<file path="config.mk">
export PLATFORM = sky130hd
export DESIGN_NAME = ysyx_23060203_rd_arbiter
export DESIGN_NICKNAME = d
export VERILOG_FILES = /design/src/rtl/ysyx_23060203_rd_arbiter.sv
export SDC_FILE = /design/constraint.sdc
export NUM_CORES = 1
export LEC_CHECK = 0
export BUFFER_PORTS_ARGS = -buffer_cell sky130_fd_sc_hd__buf_2
export CORE_AREA = 4 4 81 83
export DETAILED_ROUTE_END_ITERATION = 8
export DIE_AREA = 0 0 85 87
export PLACE_DENSITY_LB_ADDON = 0.2
export SYNTH_ARGS = -nofsm -noshare
export SYNTH_HDL_FRONTEND = slang
export SYNTH_SLANG_ARGS = --single-unit
</file>
<file path="constraint.sdc">
create_clock -name clock -period 1.1 [get_ports clock]
set_input_delay 0.22 -clock clock [delete_from_list [all_inputs] [get_ports clock]]
set_output_delay 0.22 -clock clock [all_outputs]
set_load 0.02 [all_outputs]
</file>
<file path="src/rtl/ysyx_23060203_rd_arbiter.sv">
`default_nettype none
// ============================================================================
// Module   : ysyx_23060203_rd_arbiter
// Purpose  : Round-robin arbiter sharing one AXI4 read port between N read
//            masters. A grant covers one AR handshake plus the whole R burst
//            up to rlast. Once a grant is held, address and data pass through
//            combinationally, with no buffering.
// Revision : 1.0 - initial release
// ============================================================================
module ysyx_23060203_rd_arbiter #(
    parameter int N = 2
) (
    input  logic            clock,
    input  logic            reset,

    input  logic [N-1:0]    s_arvalid,
    output logic [N-1:0]    s_arready,
    input  logic [N*32-1:0] s_araddr,
    input  logic [N*8-1:0]  s_arlen,
    input  logic [N*3-1:0]  s_arsize,
    output logic [N-1:0]    s_rvalid,
    input  logic [N-1:0]    s_rready,
    output logic [31:0]     s_rdata,
    output logic [1:0]      s_rresp,
    output logic            s_rlast,

    output logic            m_arvalid,
    input  logic            m_arready,
    output logic [31:0]     m_araddr,
    output logic [7:0]      m_arlen,
    output logic [2:0]      m_arsize,
    input  logic            m_rvalid,
    output logic            m_rready,
    input  logic [31:0]     m_rdata,
    input  logic [1:0]      m_rresp,
    input  logic            m_rlast
);

    localparam int            GW      = (N > 1) ? $clog2(N) : 1;
    localparam logic [GW-1:0] PTR_RST = GW'(N - 1);

    typedef enum logic [1:0] {
        ST_IDLE = 2'd0,
        ST_AR   = 2'd1,
        ST_R    = 2'd2
    } state_t;

    state_t        state;
    state_t        state_nxt;
    logic [GW-1:0] gnt;
    logic [GW-1:0] gnt_nxt;
    logic [GW-1:0] ptr;
    logic [GW-1:0] ptr_nxt;
    logic [GW-1:0] pick;
    logic          pick_vld;

    logic [31:0]   addr_arr [N];
    logic [7:0]    len_arr  [N];
    logic [2:0]    size_arr [N];

    // Split the flat per-requester AR buses into arrays indexed by requester.
    generate
        for (genvar g = 0; g < N; g++) begin : g_slice
            assign addr_arr[g] = s_araddr[g*32 +: 32];
            assign len_arr[g]  = s_arlen[g*8 +: 8];
            assign size_arr[g] = s_arsize[g*3 +: 3];
        end
    endgenerate

    // Round-robin search: first pending request starting just after ptr.
    always_comb begin
        pick     = '0;
        pick_vld = 1'b0;
        for (int k = 1; k <= N; k++) begin
            if (!pick_vld && s_arvalid[GW'((int'(ptr) + k) % N)]) begin
                pick_vld = 1'b1;
                pick     = GW'((int'(ptr) + k) % N);
            end
        end
    end

    // State, grant and round-robin pointer registers.
    always_ff @(posedge clock) begin
        if (!reset) begin
            state <= ST_IDLE;
            gnt   <= '0;
            ptr   <= PTR_RST;
        end else begin
            state <= state_nxt;
            gnt   <= gnt_nxt;
            ptr   <= ptr_nxt;
        end
    end

    // Next-state logic and handshake steering toward the granted requester.
    always_comb begin
        state_nxt = state;
        gnt_nxt   = gnt;
        ptr_nxt   = ptr;
        m_arvalid = 1'b0;
        m_rready  = 1'b0;
        s_arready = '0;
        s_rvalid  = '0;
        // The address fields follow the grant at all times; only m_arvalid
        // qualifies them.
        m_araddr  = addr_arr[gnt];
        m_arlen   = len_arr[gnt];
        m_arsize  = size_arr[gnt];
        case (state)
            ST_IDLE: begin
                if (pick_vld) begin
                    state_nxt = ST_AR;
                    gnt_nxt   = pick;
                    ptr_nxt   = pick;
                end
            end
            ST_AR: begin
                m_arvalid      = s_arvalid[gnt];
                s_arready[gnt] = m_arready;
                if (s_arvalid[gnt] && m_arready) begin
                    state_nxt = ST_R;
                end
            end
            ST_R: begin
                s_rvalid[gnt] = m_rvalid;
                m_rready      = s_rready[gnt];
                // Error responses do not end the grant; only rlast does.
                if (m_rvalid && s_rready[gnt] && m_rlast) begin
                    state_nxt = ST_IDLE;
                end
            end
            default: begin
                state_nxt = ST_IDLE;
            end
        endcase
    end

    // Read data is broadcast; s_rvalid alone decides who consumes it.
    assign s_rdata = m_rdata;
    assign s_rresp = m_rresp;
    assign s_rlast = m_rlast;

endmodule
`default_nettype wire

</file>
### Word-level counts from Yosys, hierarchy flattened

Cells that the tools add are included.

| cells by class | value |
|---|---|
| shift operators | 0 |
| reductions and logical operators | 9 |
| bitwise operators | 3 |
| add/subtract/negate cells | 2 |
| multiplexer cells | 31 |
| divide/modulo/power cells | 0 |
| $mul | 0 |
| magnitude comparators | 5 |
| equality and inequality tests | 5 |

Operator list:

| kind | number |
|---|---|
| $mux W32 | 3 |
| $mux W8 | 3 |
| $mux W1 | 15 |
| $mux W2 | 5 |
| $mux W3 | 3 |
| $lt A1 B3 Y1 const B | 2 |
| $ne A2 B2 Y1 const B | 3 |
| $pmux W2 S3 | 1 |
| $logic_and A1 B1 Y1 | 5 |
| $and A2 B2 Y2 | 2 |
| $reduce_and A3 Y1 | 1 |
| $add A1 B1 Y1 const B | 2 |
| $eq A2 B1 Y1 const B | 1 |
| $eq A2 B2 Y1 const B | 1 |
| $ge A2 B2 Y1 const B | 1 |
| $logic_not A2 Y1 | 1 |
| $lt A1 B2 Y1 const B | 1 |
| $not A1 Y2 | 1 |
| $reduce_and A2 Y1 | 1 |
| $demux W1 S1 | 1 |
| $ge A1 B1 Y1 const B | 1 |
| $logic_not A1 Y1 | 1 |

| word-level totals | value |
|---|---|
| memory bits (writable) | 0 |
| memories | 0 |
| register bits | 4 |
| ROM bits | 0 |
| input port bits | 129 |
| output and inout bits | 84 |
| word-level logic and storage cells | 58 |
| bits in latches | 0 |

### Logic depth before layout (Yosys ltp)

Gate-level depths: netlist of run 1.

| depth | value |
|---|---|
| word-level depth | 10 |
| depth in mapped cells | 4 |

### Least setup slack after synthesis of run 1

OpenSTA, ideal clock, no wires.

| timing path | value |
|---|---|
| path kind | reg-to-output |
| start | register gnt |
| end | output port m_araddr[10] |
| data required time | 880 ps |
| buffers on the path | 2 |
| stages on the path, launching flop included | 4 |
| path slack | -130 ps |
| arrival | 1,010 ps |
| cell sequence | dfxtp_1 > buf_6 > buf_6 > mux2_4 |

| on the way | value |
|---|---|
| word-level cells in the longest chain between the ends | 4 |

RTL lines:

| item | line | text |
|---|---|---|
| from (decl) | 50 | `logic [GW-1:0] gnt;` |
| from (signal assigned) | 90 | `gnt <= gnt_nxt;` |
| $not A1 Y2 (implied by the code) | 106 | `m_araddr = addr_arr[gnt];` |
| $mux W32 (implied by the code) (3 in a row) | 106 |  |
| to (decl) | 29 | `output logic [31:0] m_araddr,` |

Every way passes these cells. The select of a mux whose other input is x is not followed.

### Worst setup path in the final report of run 1

| timing path | value |
|---|---|
| start | register gnt |
| end | output port m_araddr[23] |

The elaborated chain is that of the path after synthesis.

==> metrics.md, run 1 <==
| Metric | Value |
|---|---|
| Status | `complete, but fails checks` |
| Violated checks | `setup timing` |
| Final Max Tran Viols | `0` |
| Final Hold Fails | `0` |
| Arrival time worst endpoint | `1.29 ns` |
| Fin nets | `366` |
| Max incr delay on CP | `0.37 ns` |
| Design Area, Final | `2230 um^2` |
| Initial antenna violation count | `0` |
| Post-synthesis net count | `240` |
| GPL Wtd Cong | `0.746` |
| Crit. End Element | `output pin` |
| FF-to-FF End | `gnt` |
| VDD IR max | `0.337 mV` |
| Nature of the critical path startpoint | `flip-flop` |
| Simple-gate share of the synthesized area | `7.95%` |
| Synth Area in Compound Gates | `1.66%` |
| Area growth from synthesis to layout | `96.7%` |
| Setup Viol. Count Final | `52` |
| Worst setup startpoint | `gnt` |
| Crit path max fanout | `6` |
| Initial Util | `19.4%` |
| Area after DPL | `1750 um^2` |
| RSZ-0062 raised after global routing | `yes` |
| Leak Pwr | `1.14 nW` |
| Worst Clk Skew | `0.00150 ns` |
| Worst slew margin | `81.6%` |
| Largest family of logic cells by synthesized area | `multiplexers` |
| Later-pin clock latency in the skew report | `0.22 ns` |
| Die height | `87 um` |
| Die ar. | `7400 um^2` |
| Post-synth top area cell | `mux2_4` |
| Cts bufs inserted | `3` |
| Reg2Reg Launch Point | `gnt` |
| Vias | `1277` |
| Max-cap violation count | `0` |
| Detail Placement HPWL | `3840 um` |
| Gate Count Post-Synth | `111` |
| Worst setup margin | `-0.407 ns` |
| Post-synthesis xor/xnor area fraction | `0.773%` |
| Hold buffers post-CTS | `0` |
| DR DRC count | `0` |
| # port buffers | `144` |
| Total grt overflow | `0` |
| Clk slew on worst S/H paths | `0.03 ns` |
| GRT Resource Usage Total | `10.8%` |
| Kind of critical path | `flip-flop to output pin` |
| Clock root cell | `clkbuf_8` |
| Final min period | `1.51 ns` |
| Syn Area/Cell | `10.2 um^2` |
| Data required time of the worst path | `0.88 ns` |
| Core ar. | `5850 um^2` |
| Worst path slowest cell | `dfxtp_4` |
| Reg2Reg Setup Slack | `-0.24 ns` |
| Dpl ws | `-0.244 ns` |
| Period utilization | `137%` |
| Most frequent CP cell | `buf_12` |
| Largest net degree at the start of global routing | `12` |
| Commonest non-fill, non-tap cells in the layout | `104 x buf_2, 40 x buf_6, 33 x mux2_4, 12 x buf_4, 10 x mux2_2` |
| Clock buffer depth | `2` |
| Total power | `1.53 mW` |
| Synthesized flop and latch total | `4` |
| Tightest Pin Transition | `0.276 ns` |
| Synth unique cells | `20` |
| Sink Count | `4` |
| CTS tree | `done` |
| First-pass GRT wire length | `6340 um` |
| Drt wl/cell | `15.0 um` |
| Synth top area share | `37.1%` |
| Crit path to | `m_araddr[23]` |
| Mux cell area share after synthesis | `54.6%` |
| H-tree depth | `1` |
| Initial detailed-routing violation count | `6` |
| Hold crit path type | `primary input to flip-flop` |
| Sequential-to-total area share from yosys stat | `7.06%` |
| Synth Cell Area | `1130 um^2` |
| Via-to-Cell Ratio | `4.12` |
| Ranking of synthesized cells by area | `mux2_4 37%, buf_4 23%, mux2_2 15%` |
| I/O pin cnt | `213` |
| Reg2reg path depth | `8` |
| Share of layout cells above drive strength 1 | `93.2%` |
| Fmax | `0.664 GHz` |
| Num rows | `28` |
| TritonRoute pass-1 iters | `4` |
| Final wirelength | `4640 um` |
| Synth warn | `0` |
| Power per cell area | `684 nW/um^2` |
| Commonest non-fill, non-tap cell in the layout | `buf_2` |
| CP Cell Sequence | `buf_12 > buf_12 > mux2_4 > buf_6` |
| # diodes | `0` |
| Routed Antenna Nets | `0` |
| Die X | `85 um` |
| Synth Area in Adders | `0%` |
| Vias in the first global route | `1325` |
==> cell families after synthesis <==
family,after synthesis
flops,4
mux,46
xor+xnor,1
simple gates,16
compound gates,3
buf+inv,41
==> Yosys cell counts <==
library cell / number
nor2_1: 4
and2_1: 1
buf_6: 4
buf_4: 35
mux2i_1: 3
or2_0: 1
o21ai_1: 1
xnor2_1: 1
inv_1: 1
mux2_4: 28
buf_2: 1
mux2_2: 15
dfxtp_1: 4
nor2b_1: 2
nand2_1: 4
nand3b_1: 1
nor3b_1: 2
a21boi_1: 1
nor3b_2: 1
o22ai_1: 1
==> routing by layer <==
layer	vias to the layer above	track usage [%]	part of all wire, %
met3	6	4.92	16
met4	0	2.88	0.50
li1	599	-	-
met1	563	9.46	27
met5	-	0	0
met2	109	21.8	56
==> area by class of cell <==
cell class                 count  area [um^2]
tap                           75         93.8
multi-input combinational     66          821
clock buffer                   3         41.3
inverter                       1         8.76
timing repair buffer         161         1180
fill                         584         3620
sequential                     4         83.8
==> state kept, by name, indices dropped and copies added (netlist names) <==
name / count
ptr: 1
gnt: 1
state: 2
==> how the worst min path moves through the flow <==
stage	to	slack, ns	depth (start not counted)	from
after floorplan	ptr	0.28	1	reset
after global placement	ptr	0.43	2	reset
after detailed placement	ptr	0.43	2	reset
after CTS	ptr	0.21	2	reset
after global routing	ptr	0.21	2	reset
final	ptr	0.21	2	reset
==> worst max-delay path: cells and delay by family, from the launching register on <==
kind                   cells  cell delay, ns
DFF                        1            0.37
muxes                      1            0.30
buffers and inverters      3            0.40
==> per-stage QoR <==
step | setup TNS (ns) | cells | hold slack, ns | utilization, %
6_report | -18.75 | 310 | 0.207 | 38.1
5_1_grt | -20.74 | 310 | 0.212 | 38.1
4_1_cts | -19.79 | 310 | 0.207 | 37.3
3_5_place_dp | -8.93 | 298 | 0.432 | 29.9
3_3_place_gp | -8.83 | 298 | 0.430 | 29.9
2_1_floorplan | -3.09 | 111 | 0.282 | -
==> power breakdown <==
part / internal [mW] / switching, mW
sequential: 0.158 / 0.0108
clock: 0.233 / 0.0710
combinational: 0.618 / 0.436
total: 1.01 / 0.518
==> what timing repair did <==
action,in CTS,in global routing
cloned,3,1
pin swaps,1,1
hold endpoints to repair,0,0
resized for setup,84,18
setup buffers,7,1
endpoints found under the setup margin,52,52
Note: power is estimated with default switching activity, not from simulation.
==> run 2, diff against run 1 <==
--- a/config.mk
+++ b/config.mk
@@ -6,9 +6,11 @@
 export NUM_CORES = 1
 export LEC_CHECK = 0
 export BUFFER_PORTS_ARGS = -buffer_cell sky130_fd_sc_hd__buf_2
-export CORE_AREA = 4 4 81 83
+export CELL_PAD_IN_SITES_DETAIL_PLACEMENT = 2
+export CELL_PAD_IN_SITES_GLOBAL_PLACEMENT = 2
+export CORE_MARGIN = 4
+export CORE_UTILIZATION = 10
 export DETAILED_ROUTE_END_ITERATION = 8
-export DIE_AREA = 0 0 85 87
 export PLACE_DENSITY_LB_ADDON = 0.2
 export SYNTH_ARGS = -nofsm -noshare
 export SYNTH_HDL_FRONTEND = slang
==> metrics.md, run 2 (synthesis gave the netlist of run 1 again) <==
| Metric | Value |
|---|---|
| Sequential cell area | `85.1 um^2` |
| Worst path buffer plus inverter count | `3` |
| Largest registers | `state: 2 flops, gnt: 1 flops, ptr: 1 flops` |
| Vias in the first global route | `1461` |
| Vias | `1305` |
| Cts bufs inserted | `3` |
| Arrival time worst endpoint | `1.31 ns` |
| Worst slew margin | `86.3%` |
| Status | `complete, but fails checks` |
| Top delay family on crit path | `flip-flops` |
| Largest reg by FF count | `state` |
| Hold_sp | `reset` |
| Most frequent CP cell | `buf_12` |
| Clock buffer depth | `2` |
| Setup Viol. Count Final | `52` |
| Footprint of the multi-input gates | `871 um^2` |
| Hold crit path type | `primary input to flip-flop` |
| Final Hold Fails | `0` |
| Kind of critical path | `flip-flop to output pin` |
| VDD IR max | `0.275 mV` |
| Detail Placement HPWL | `4920 um` |
| Initial antenna violation count | `0` |
| Commonest non-fill, non-tap cells in the layout | `106 x buf_2, 43 x mux2_4, 32 x buf_6, 15 x buf_4` |
| CP Cell Sequence | `buf_12 > buf_12 > mux2_4 > buf_6` |
| Die height | `114 um` |
| Power per cell area | `772 nW/um^2` |
| Via-to-Cell Ratio | `3.51` |
| Fillers | `1266` |
| Leak Pwr | `1.16 nW` |
| Core ar. | `11000 um^2` |
| Data required time of the worst path | `0.88 ns` |
| Die ar. | `13100 um^2` |
| Fin nets | `363` |
| Total power | `1.79 mW` |
| I/O pin cnt | `213` |
| Total negative slack | `-18.92 ns` |
| Commonest non-fill, non-tap cell in the layout | `buf_2` |
| Violated checks | `setup timing` |
| Later-pin clock latency in the skew report | `0.22 ns` |
| Max incr delay on CP | `0.39 ns` |
| Reg2Reg Launch Point | `gnt` |
| Die X | `114 um` |
| Crit. End Element | `output pin` |
| Routed Antenna Nets | `0` |
| First-pass GRT wire length | `7960 um` |
| Dpl ws | `-0.254 ns` |
| Nature of the critical path startpoint | `flip-flop` |
| TritonRoute pass-1 iters | `2` |
| Total grt overflow | `0` |
| Area growth from synthesis to layout | `105%` |
| Final core utilization | `21.1%` |
| Period utilization | `139%` |
| Num rows | `38` |
| Largest net degree at the start of global routing | `13` |
| GRT Resource Usage Total | `7.75%` |
| Initial Util | `10.3%` |
| Clk slew on worst S/H paths | `0.03 ns` |
| Max reg flops | `2` |
| Clock root cell | `clkbuf_16` |
| Final min period | `1.53 ns` |
| Initial detailed-routing violation count | `16` |
| # diodes | `0` |
| Sink Count | `4` |
| # port buffers | `144` |
| Final wirelength | `5800 um` |
| GPL Wtd Cong | `0.719` |
| H-tree depth | `1` |
| CTS tree | `done` |
| Crit path max fanout | `8` |
| Drt wl/cell | `15.6 um` |
| Worst path slowest cell | `dfxtp_4` |
| RSZ-0062 raised after global routing | `yes` |
| Worst Clk Skew | `0.000614 ns` |
| Final Max Tran Viols | `0` |
| Fmax | `0.652 GHz` |
| DR DRC count | `0` |
| Worst setup startpoint | `gnt` |
| Share of layout cells above drive strength 1 | `94.0%` |
| Worst setup margin | `-0.433 ns` |
| Max-cap violation count | `0` |
| Tightest Pin Transition | `0.206 ns` |
[run 2: changes by cell type in the layout (fill, tap and decap cells not counted), sizes merged]
| cell | before | now |
|---|---|---|
| buf | 160 | 157 |
[run 2: final timing paths]
path                 endpoint  slack, ns  cells past startpoint
setup / recovery  m_arsize[2]      -0.43                      4
hold / removal            ptr       0.22                      2
setup reg to reg     state[0]      -0.15                      5
hold reg to reg           ptr       0.50                      2
[run 2: metal layers]
metal	up-vias	track usage [%]	share of wire [%]
li1	590	-	-
met1	585	8.05	35
met2	130	13.1	47
met3	0	5.23	18
met4	0	1.50	0
met5	-	0	0
[run 2: area by class of cell]
class | instances | area share, %
sequential | 4 | 3.67
multi-input combinational | 66 | 37.6
timing repair buffer | 158 | 47.8
tap | 140 | 7.56
clock buffer | 3 | 3.24
inverter | 1 | 0.162
[run 2: what timing repair did]
item,4_1_cts,5_1_grt
pin swaps,0,0
endpoints found under the hold margin,0,0
setup buffers,4,0
hold buffers,0,0
resized for setup,62,40
cloned,2,1
endpoints found under the setup margin,52,53
[run 2: worst register-to-register path, stage by stage, from the launching register on]
cell and delay [ns]:
dfxtp_4 0.39, buf_12 0.18, mux2i_4 0.26, buf_6 0.12, o22ai_2 0.07, nor3b_2 0.16
[run 2: stage by stage]
step	instances	hold slack, ns	cell area (um^2)
final	372	0.217	2320
after global routing	372	0.224	2320
after CTS	373	0.220	2210
after detailed placement	364	0.440	1840
after global placement	364	0.434	1840
after floorplan	111	0.282	1160
[run 2: where the power goes]
part | switching, mW | internal, mW
Sequential | 0.0145 | 0.158
Clock | 0.102 | 0.464
Combinational | 0.442 | 0.609
Total | 0.559 | 1.23
==> run 3, diff against run 2 <==
==> config.mk (replaced) <==
export PLATFORM = sky130hd
export DESIGN_NAME = ysyx_23060203_rd_arbiter
export DESIGN_NICKNAME = d
export VERILOG_FILES = /design/src/rtl/ysyx_23060203_rd_arbiter.sv
export SDC_FILE = /design/constraint.sdc
export NUM_CORES = 1
export LEC_CHECK = 0
export CELL_PAD_IN_SITES_DETAIL_PLACEMENT = 2
export CELL_PAD_IN_SITES_GLOBAL_PLACEMENT = 2
export CORE_AREA = 4 4 80 82
export DETAILED_ROUTE_END_ITERATION = 8
export DIE_AREA = 0 0 84 86
export DONT_BUFFER_PORTS = 1
export PLACE_DENSITY = 0.68
export SYNTH_ARGS = -nofsm -noshare
export SYNTH_HDL_FRONTEND = slang
export SYNTH_SLANG_ARGS = --single-unit
==> constraint.sdc (replaced) <==
create_clock -name clock -period 1.65 [get_ports clock]
set_input_delay 0.33 -clock clock [delete_from_list [all_inputs] [get_ports clock]]
set_output_delay 0.33 -clock clock [all_outputs]
set_load 0.02 [all_outputs]
==> metrics.md, run 3 (synthesis gave the netlist of run 1 again) <==
| Metric | Value |
|---|---|
| Total power | `687 uW` |
| H-tree depth | `1` |
| Routed Antenna Nets | `0` |
| GRT Resource Usage Total | `10.2%` |
| Hold_sp | `reset` |
| DR DRC count | `0` |
| Commonest non-fill, non-tap cells in the layout | `40 x mux2_4, 4 x nand2_1` |
| Most frequent CP cell | `buf_4` |
| Initial antenna violation count | `0` |
| Via-to-Cell Ratio | `4.60` |
| Hold Path Cell Cnt | `1` |
| # port buffers | `0` |
| Drt wl/cell | `28.2 um` |
| Max-cap violation count | `0` |
| Cts bufs inserted | `3` |
| Hold buffers post-CTS | `0` |
| Commonest non-fill, non-tap cell in the layout | `mux2_4` |
| Die height | `86 um` |
| Power per cell area | `653 nW/um^2` |
| Data required time of the worst path | `1.32 ns` |
| Post-CTS Setup Inserts | `0` |
| Vias in the first global route | `777` |
| DP Cell Count | `150` |
| CP Cell Sequence | `buf_4 > mux2i_2 > nor3b_1 > buf_4` |
| RSZ-0062 raised after global routing | `yes` |
| Die X | `84 um` |
| Tightest Pin Transition | `0.391 ns` |
| VDD IR max | `0.122 mV` |
| Worst setup margin | `0.0488 ns` |
| Clock buffer depth | `2` |
| Largest net degree at the start of global routing | `41` |
| GPL Wtd Cong | `0.738` |
| Reg2Reg Launch Point | `gnt` |
| Arrival time worst endpoint | `1.27 ns` |
| Design Area, Final | `1050 um^2` |
| Crit path max fanout | `8` |
| Final core utilization | `18.3%` |
| Sink Count | `4` |
| Leak Pwr | `0.417 nW` |
| Reg2reg path depth | `4` |
| # diodes | `0` |
| Die ar. | `7220 um^2` |
| Initial Util | `19.7%` |
| Worst Clk Skew | `0.0000550 ns` |
| Fin nets | `209` |
| Crit. End Element | `output pin` |
| FF-to-FF End | `state[0]` |
| Core ar. | `5750 um^2` |
| Clock root cell | `clkbuf_8` |
| Final wirelength | `4310 um` |
| Setup Viol. Count Final | `0` |
| Max reg flops | `2` |
| CTS tree | `done` |
| Final min period | `1.60 ns` |
| Area growth from synthesis to layout | `-7.28%` |
| Vias | `704` |
| Kind of critical path | `flip-flop to output pin` |
| Detail Placement HPWL | `3840 um` |
| Initial detailed-routing violation count | `10` |
| Worst slew margin | `73.8%` |
| Area after DPL | `958 um^2` |
| First-pass GRT wire length | `5610 um` |
| Share of layout cells above drive strength 1 | `69.2%` |
| Hold endpoint | `ptr` |
| Max incr delay on CP | `0.34 ns` |
| Final std cells w/o fill | `153` |
| Later-pin clock latency in the skew report | `0.22 ns` |
| Fmax | `0.625 GHz` |
| Worst path slowest cell | `dfxtp_2` |
| Final Max Tran Viols | `0` |
| Hold Slack | `0.182 ns` |
| Clk slew on worst S/H paths | `0.03 ns` |
| Total negative slack | `0 ns` |
| Largest reg by FF count | `state` |
| TritonRoute pass-1 iters | `2` |
| Total grt overflow | `0` |
| Final Hold Fails | `0` |
| Hold crit path type | `primary input to flip-flop` |
| Nature of the critical path startpoint | `flip-flop` |
| Largest registers | `state: 2 flops, gnt: 1 flops, ptr: 1 flops` |
| Reg2Reg Setup Slack | `0.35 ns` |
| Num rows | `28` |
| Dpl ws | `0.256 ns` |
| Status | `finished, final reports clean` |
| I/O pin cnt | `213` |
| Period utilization | `97.0%` |
run 3: worst max-delay path by stage:
stage	to	cells after the start	start
after floorplan	m_araddr[10]	3	gnt
after global placement	m_araddr[0]	2	gnt
after detailed placement	m_araddr[0]	2	gnt
after CTS	m_arvalid	4	gnt
after global routing	m_arvalid	4	gnt
final	m_arvalid	4	gnt
run 3: repair_timing:
action | in CTS | in global routing
resized for setup | 0 | 14
endpoints found under the setup margin | 0 | 15
endpoints found under the hold margin | 0 | 0
run 3: report_power, final:
group / total [mW] / switching, mW / internal [mW]
Sequential: 0.115 / 0.00930 / 0.106
Combinational: 0.365 / 0.205 / 0.161
Clock: 0.206 / 0.0504 / 0.156
run 3: cell type report:
type | instances | area [um^2]
clock buffers | 3 | 41.3
fillers | 660 | 4690
inverters | 1 | 3.75
multi-input cells | 66 | 788
flip-flops and latches | 4 | 81.3
well taps | 75 | 93.8
repair buffers | 4 | 42.5
run 3: metal layers:
| metal | share of wire (%) | vias up | global-route usage (%) |
|---|---|---|---|
| met4 | 0.44 | 0 | 2.19 |
| met2 | 58 | 86 | 20.4 |
| met3 | 12 | 4 | 6.34 |
| li1 | - | 282 | - |
| met1 | 29 | 332 | 8.43 |
| met5 | 0 | - | 0 |
run 3: critical path: cells and delay by family (launching register included):
| kind | cells | cell delay, ns |
|---|---|---|
| flip-flops | 1 | 0.34 |
| buffers and inverters | 2 | 0.34 |
| multiplexers | 1 | 0.29 |
| AND/OR/NAND/NOR | 1 | 0.08 |
